<file path="src/rtl/ms_delay_timer.sv">
// ----------------------------------------------------------------------------
// ms_delay_timer
//
// Programmable millisecond delay timer. It counts 1 ms ticks from the LFSR
// millisecond tick generator and pulses `done` when the requested number of
// milliseconds has elapsed. It also drives the generator enable (`tick_en`),
// so the generator runs only while a delay is actively counting.
//
// Optional feature macro: MS_DELAY_AUTORELOAD_EN
//   defined   : periodic mode. On completion the count reloads from the
//               latched duration and the timer keeps running. Only abort or
//               reset returns it to IDLE.
//   undefined : one-shot mode. Completion returns the timer to IDLE.
//
// Ports
//   clk        in   system clock (50 MHz)
//   rst        in   synchronous reset, active-low
//   ms_tick    in   one-cycle pulse per elapsed millisecond
//   start      in   one-cycle request, latches `duration` (ignored unless IDLE)
//   duration   in   requested delay in ms (DW bits)
//   pause      in   level, freezes the countdown while high
//   abort      in   one-cycle cancel, overrides every other request
//   tick_en    out  tick generator enable, high only while RUN
//   busy       out  high while RUN or PAUSE
//   done       out  one-cycle completion pulse
//   remaining  out  milliseconds left in the current delay (DW bits)
//
// All outputs are registered. Request priority at each edge is:
// rst, abort, start, pause, ms_tick.
// ----------------------------------------------------------------------------
module ms_delay_timer #(
  parameter int DW = 16
) (
  input  logic          clk,
  input  logic          rst,
  input  logic          ms_tick,
  input  logic          start,
  input  logic [DW-1:0] duration,
  input  logic          pause,
  input  logic          abort,
  output logic          tick_en,
  output logic          busy,
  output logic          done,
  output logic [DW-1:0] remaining
);

  typedef enum logic [1:0] {
    IDLE  = 2'b00,
    RUN   = 2'b01,
    PAUSE = 2'b10
  } state_t;

  localparam logic [DW-1:0] zero_c = {DW{1'b0}};
  localparam logic [DW-1:0] one_c  = {{(DW-1){1'b0}}, 1'b1};

  state_t          state_r;
  state_t          state_s;
  logic [DW-1:0]   remaining_r;
  logic [DW-1:0]   remaining_s;
  logic [DW-1:0]   dur_r;
  logic [DW-1:0]   dur_s;
  logic            done_r;
  logic            done_s;
  logic            busy_r;
  logic            tick_en_r;

  // Next-state, next-count and completion decode.
  always_comb begin
    state_s     = state_r;
    remaining_s = remaining_r;
    dur_s       = dur_r;
    done_s      = 1'b0;

    if (abort) begin
      // Cancel never produces a completion pulse.
      state_s     = IDLE;
      remaining_s = zero_c;
    end else begin
      case (state_r)
        IDLE: begin
          if (start) begin
            dur_s = duration;
            if (duration != zero_c) begin
              state_s     = RUN;
              remaining_s = duration;
            end else begin
              // A zero-length delay completes immediately without running.
              state_s     = IDLE;
              done_s      = 1'b1;
            end
          end else begin
            state_s = IDLE;
          end
        end

        RUN: begin
          if (pause) begin
            // The tick sampled on the pausing edge is deliberately dropped.
            state_s = PAUSE;
          end else if (ms_tick) begin
            if (remaining_r > one_c) begin
              remaining_s = remaining_r - one_c;
            end else if (remaining_r == one_c) begin
              done_s = 1'b1;
`ifdef MS_DELAY_AUTORELOAD_EN
              // Latched duration is non-zero whenever RUN is reached.
              remaining_s = dur_r;
              state_s     = RUN;
`else
              remaining_s = zero_c;
              state_s     = IDLE;
`endif
            end else begin
              // Unreachable count of zero in RUN: park safely, never wrap.
              remaining_s = zero_c;
              state_s     = IDLE;
            end
          end else begin
            state_s = RUN;
          end
        end

        PAUSE: begin
          // Ticks are ignored while paused, including on the release edge.
          if (pause) begin
            state_s = PAUSE;
          end else begin
            state_s = RUN;
          end
        end

        default: begin
          state_s     = IDLE;
          remaining_s = zero_c;
        end
      endcase
    end
  end

  // State, count and registered output flags.
  always_ff @(posedge clk) begin
    if (!rst) begin
      state_r     <= IDLE;
      remaining_r <= zero_c;
      dur_r       <= zero_c;
      done_r      <= 1'b0;
      busy_r      <= 1'b0;
      tick_en_r   <= 1'b0;
    end else begin
      state_r     <= state_s;
      remaining_r <= remaining_s;
      dur_r       <= dur_s;
      done_r      <= done_s;
      // Flags follow the next state so they change in the same cycle as it.
      busy_r      <= (state_s != IDLE);
      tick_en_r   <= (state_s == RUN);
    end
  end

  assign tick_en   = tick_en_r;
  assign busy      = busy_r;
  assign done      = done_r;
  assign remaining = remaining_r;

endmodule

</file>
<file path="config.mk">
export PLATFORM = sky130hd
export DESIGN_NAME = ms_delay_timer
export DESIGN_NICKNAME = d
export VERILOG_FILES = /design/src/rtl/ms_delay_timer.sv
export SDC_FILE = /design/constraint.sdc
export NUM_CORES = 1
export LEC_CHECK = 0
export CAP_MARGIN = 15
export CORE_UTILIZATION = 47
export CTS_BUF_LIST = sky130_fd_sc_hd__clkbuf_16
export DETAILED_ROUTE_END_ITERATION = 10
export GPL_TIMING_DRIVEN = 0
export PLACE_DENSITY = 0.83
export SKIP_LAST_GASP = 1
export SLEW_MARGIN = 5
export SYNTH_ARGS = -nofsm -noshare
export SYNTH_HDL_FRONTEND = slang
export SYNTH_SLANG_ARGS = --single-unit
export TNS_END_PERCENT = 100
</file>
<file path="constraint.sdc">
create_clock -name clk -period 2.43 [get_ports clk]
set_input_delay 0.3645 -clock clk [delete_from_list [all_inputs] [get_ports clk]]
set_output_delay 0.3645 -clock clk [all_outputs]
set_load 0.005 [all_outputs]
</file>
## Word level (Yosys, flattened, before mapping)

Cells that the tools add are included.
W data, S select, Z words.

- Input port bits: 22
- Logic and storage cells: 43
- Bits in registers: 21

- Add/subtract/negate cells: 1
- Magnitude comparators: 1
- Eq/ne operators: 8
- Bitwise gates (word level): 2
- Reductions and logical operators: 5
- Muxes and demuxes: 21

Operators by type and width:

| cell | number |
|---|---|
| $mux W16 | 5 |
| $pmux W16 S3 | 1 |
| $eq A16 B1 Y1 const B | 1 |
| $gt A16 B1 Y1 const B | 1 |
| $reduce_bool A16 Y1 | 1 |
| $sub A16 B1 Y16 const B | 1 |
| $mux W2 | 6 |
| $ne A2 B2 Y1 const B | 4 |
| $mux W1 | 7 |
| $pmux W2 S3 | 1 |
| $reduce_and A5 Y1 | 1 |
| $eq A2 B1 Y1 const B | 2 |
| $eq A2 B2 Y1 const B | 1 |
| $logic_not A2 Y1 | 1 |
| $not A1 Y1 | 2 |
| $pmux W1 S2 | 1 |
| $reduce_bool A2 Y1 | 1 |
| $reduce_or A2 Y1 | 1 |

## Longest topological paths before layout

- Depth in word-level cells: 7
- Mapped depth: 8
- Depth with buffers taken out: 7

## Worst setup path after synthesis

OpenSTA, ideal clock, no wires.

- Path type: register to register
- Start: register remaining_r[0], in the netlist remaining[0]
- End: register remaining_r[15], in the netlist remaining[15]
- Data required time: 2342 ps
- Library setup time: 88 ps
- Clock period less this slack: 1974 ps
- Stages on the path, launching flop included: 9
- Path slack: 456 ps
- Path buffers: 1
- Arrival: 1886 ps
- Cell sequence: dfxtp_1 -> inv_1 -> ha_1 -> nor2_1 -> and4b_4 -> a21o_1 -> buf_6 -> o31a_1 -> o32ai_2

- Longest elaborated chain between the ends: 5

Ends and longest elaborated chain:

| item | RTL line | source |
|---|---|---|
| start, declared | 58 | `logic [DW-1:0] remaining_r;` |
| start signal, assigned | 144 | `remaining_r <= zero_c;` |
| start signal, assigned | 151 | `remaining_r <= remaining_s;` |
| $sub A16 B1 Y16 or $gt A16 B1 Y1 (tied branches) | 102, 101 |  |
| $mux W16 (*) | 101 | `if (remaining_r > one_c) begin` |
| $mux W16 (*) | 100 | `end else if (ms_tick) begin` |
| $mux W16 (*) | 97 | `if (pause) begin` |
| $pmux W16 S3 (*) | 79 | `case (state_r)` |

Mark *: on every way between the ends. The rest lies on a longest branch, timed or not. The select of a mux whose other input is x is not followed.
A chain may end at the register's enable or synchronous reset.

## Final worst setup path

- Start: input duration[0]
- End: register remaining_r[14], in the netlist remaining[14]

- Longest elaborated chain between the ends: 3

Ends and longest elaborated chain:

| item | RTL line | source |
|---|---|---|
| start, declared | 38 | `input logic [DW-1:0] duration,` |
| $reduce_bool A16 Y1 | 83 | `if (duration != zero_c) begin` |
| $ne A2 B2 Y1 (no source line) | - |  |
| $reduce_and A5 Y1 (no source line) | - |  |

No other way between the ends.

==> impl_results.md <==
- Outcome: complete, but fails checks
- Failing checks: design-rule violations
- Max Cap Viol: 0
- Sink Count: 21
- Maximum vdd ir drop: about 450 uV
- Clk_lat worst skew: about 0.26 ns
- Count leader, synth: dfxtp_1
- CP max-delay cell: clkdlybuf4s50_1
- CP required: approximately 2.6 ns
- Hold Crit Class: flop to flop
- Hold Crit Start: remaining[6]
- Via count: between 1500 and 2000
- Post-CTS sizing: 0
- Layout Cells excl Fill: 252
- H-tree depth: 1
- CTS Root Cell: clkbuf_16
- Final WS setup: a little under 0.09 ns
- Die area: 3260 sq um
- Setup violators final: 0
- Post-synth ARST share: 0
- Max-slew violation count: 0
- Die height: between 50 and 60 um
- Global Route Usage Sum: 0.315
- Synth Register Bits: 21
- First-pass GRT wire length: around 7800 um
- Part of the power in combinational logic: 0.309
- Post-CTS Setup Inserts: 0
- Number of enable flip-flop cells after synthesis: 0
- Port bufs: 40
- CTS Hold Bufs: 0
- Number of remaining DRC errors: 4
- Initial Utilization: 0.505
- TritonRoute pass-1 iters: 7
- CP Max Fanout: 10
- Top-Level Pins: just over 40
- Crit-path cells: clkdlybuf4s50_1, nor4_1, nand4_1, a31oi_2, buf_2, nor2_1, a32o_1
- Site Rows: 19
- Layout cells sized above 1: 0.0950
- Fmax: 427 MHz
- Pwr Density: 542 nW/um^2
- Delay-heaviest family, CP: simple AND/OR/NAND/NOR gates
- RSZ-0062 raised after global routing: false
- Placed Cells: 248
- CTS tree: yes
- Net Count, Synth: about 200
- Int Pwr: roughly 0.72 mW
- Area growth syn-to-layout: 36.7%
- Drt first-iter violations: 80
- Cell taking the most area after synthesis: dfxtp_1
- Gr ovfl total: 0
- Crit path launch type: input port
- Seq/Total Area, Yosys: 0.294
- Vias per cell: about 6.7
- Tcrit/Tclk final: 0.964
- Worst slew margin: 0.538
- Cts bufs inserted: 3
- Crit. Startpoint: duration[0]
- Synth top area share: 0.294
- Antenna violations before repair: 0
- CP arrival: 2.49 ns
- Main synth FF type: dfxtp_1
- Routability cong.: around 0.95
- NumNets Final: approximately 250
- CORE AREA: 2830 sq um
- Register share of total power: 0.359
- Pre-CTS WS: -0.169 ns
- Synth warn: 0
- Reg clk slew, reported paths: 0.06 ns
- Post-synthesis cell type count: 51
- DIE WIDTH: 57.1 um
- Critical path class: input port to flop
- Mapped Cells: between 150 and 200
- Tightest Pin Transition: between 0.6 and 0.7 ns
- CP Buf/Inv Count: 2
- Avg WL per Cell: 19.5 um
- Crit path time final: 2.34 ns
- Fill count: 241
- Syn avg cell area: 8.07 sq um
- Leak Pwr: approximately 0.7 nW
- Final hold violations: 0
- Setup Skew: about 0.0017 ns
- Synthesized area: ~1400 sq um
- Number of inserted diodes: 0
- Switching Power: ~0.33 mW
- Worst reg2reg startpoint: remaining[0]
- Hpwl dp: about 3600 um
- Ranking of synthesized cells by area: dfxtp_1 29%, nand2_1 4.5%, a32o_1 4.2%
- Clock Tree Buf Depth: 2
- Crit end category: flop
- Vias in the first global route: ~1600
- Post-synth top cells: 21 x dfxtp_1, 17 x nand2_1, 13 x nor2_1
- Switching Fraction: 0.316
- Max stage delay on crit path: around 0.44 ns
- Clock Power Share: 0.333
- Largest net degree at the start of global routing: 12
- Antenna viol nets, final: 0
- Total Wirelength: around 4900 um
==> placed cells by master (no fill, tap or decap), types with 2 or more instances in the layout <==
master	netlist	routed
clkdlybuf4s50_1	0	40
dfxtp_1	21	21
nand2_1	17	17
nor2_1	13	13
o21ai_0	11	11
nor3_1	9	9
a21oi_1	9	9
nor2b_1	7	7
clkbuf_1	7	7
inv_1	5	6
a32o_1	6	6
nor4_1	5	5
nand4_1	4	4
o32ai_1	4	4
nand3_1	4	4
or3_1	3	3
nor3_2	3	3
nand2b_1	3	3
a31o_2	3	3
a31oi_1	4	3
a41oi_1	3	3
clkbuf_16	0	3
o21a_1	2	2
a221oi_1	2	2
o31a_1	2	2
o31ai_1	2	2
ha_1	2	2
==> metrics by stage <==
| stage | setup TNS, ns | power [mW] | utilization | hold WS, ns | cell area, sq um |
|---|---|---|---|---|---|
| global route | 0 | 1.10 | 0.690 | 0.574 | 1950 |
| floorplan | 0 | 0.576 | - | 0.487 | 1430 |
| detailed placement | -0.869 | 0.701 | 0.660 | 0.505 | 1870 |
| global placement | -0.857 | 0.698 | 0.660 | 0.509 | 1870 |
| CTS | 0 | 1.05 | 0.688 | 0.516 | 1950 |
| finish | 0 | 1.06 | 0.690 | 0.520 | 1950 |
==> registers in the layout, indices dropped and copies added, names as in the netlist <==
register,flops
busy,1
done,1
remaining,16
state_r,2
tick_en,1
==> cell type report <==
type | instances | area (sq um) | share of cell area
multi-input combinational | 141 | 950 | 0.486
sequential | 21 | 420 | 0.215
timing repair buffer | 40 | 400 | 0.205
clock buffer | 3 | 75.1 | 0.0384
buffer | 10 | 46.3 | 0.0237
tap | 31 | 38.8 | 0.0199
inverter | 5 | 18.8 | 0.00961
clock inverter | 1 | 3.75 | 0.00192
==> power groups by stage <==
stage          clock network, mW  registers (mW)  logic (mW)
2_1_floorplan                  0           0.384       0.192
3_3_place_gp                   0           0.385       0.313
3_5_place_dp                   0           0.387       0.314
4_1_cts                    0.355           0.379       0.318
5_1_grt                    0.370           0.382       0.350
6_report                   0.352           0.379       0.327
==> metal layers <==
| metal | up-vias | global-route usage | wire length (um) |
|---|---|---|---|
| met5 | - | 0 | 0 |
| met4 | 0 | 0.153 | 155 |
| met3 | 17 | 0.0680 | 522 |
| met2 | 130 | 0.499 | 2240 |
| met1 | 767 | 0.408 | 2010 |
| li1 | 778 | - | - |
==> final timing paths <==
| check | end | slack (ns) | cells after the start |
|---|---|---|---|
| worst max-delay path | remaining[14] | 0.09 | 7 |
| worst min-delay path | remaining[6] | 0.52 | 2 |
| worst min register to register | remaining[6] | 0.52 | 2 |
| worst max register to register | remaining[15] | 0.21 | 8 |
==> cell families after synthesis <==
group | Yosys count | synth area share
compound gates | 57 | 0.300
xor+xnor | 2 | 0.0123
mux | 2 | 0.0149
simple gates | 78 | 0.315
flops | 21 | 0.294
fa+ha+maj | 2 | 0.0175
buf+inv | 15 | 0.0455
==> worst min-delay path: cells and delay by family, from the launching register on <==
| kind | cells | cell delay, ns |
|---|---|---|
| simple gates | 1 | 0.07 |
| compound gates | 1 | 0.06 |
| flops | 1 | 0.34 |
No activity file was read; power rests on OpenSTA's default activity.
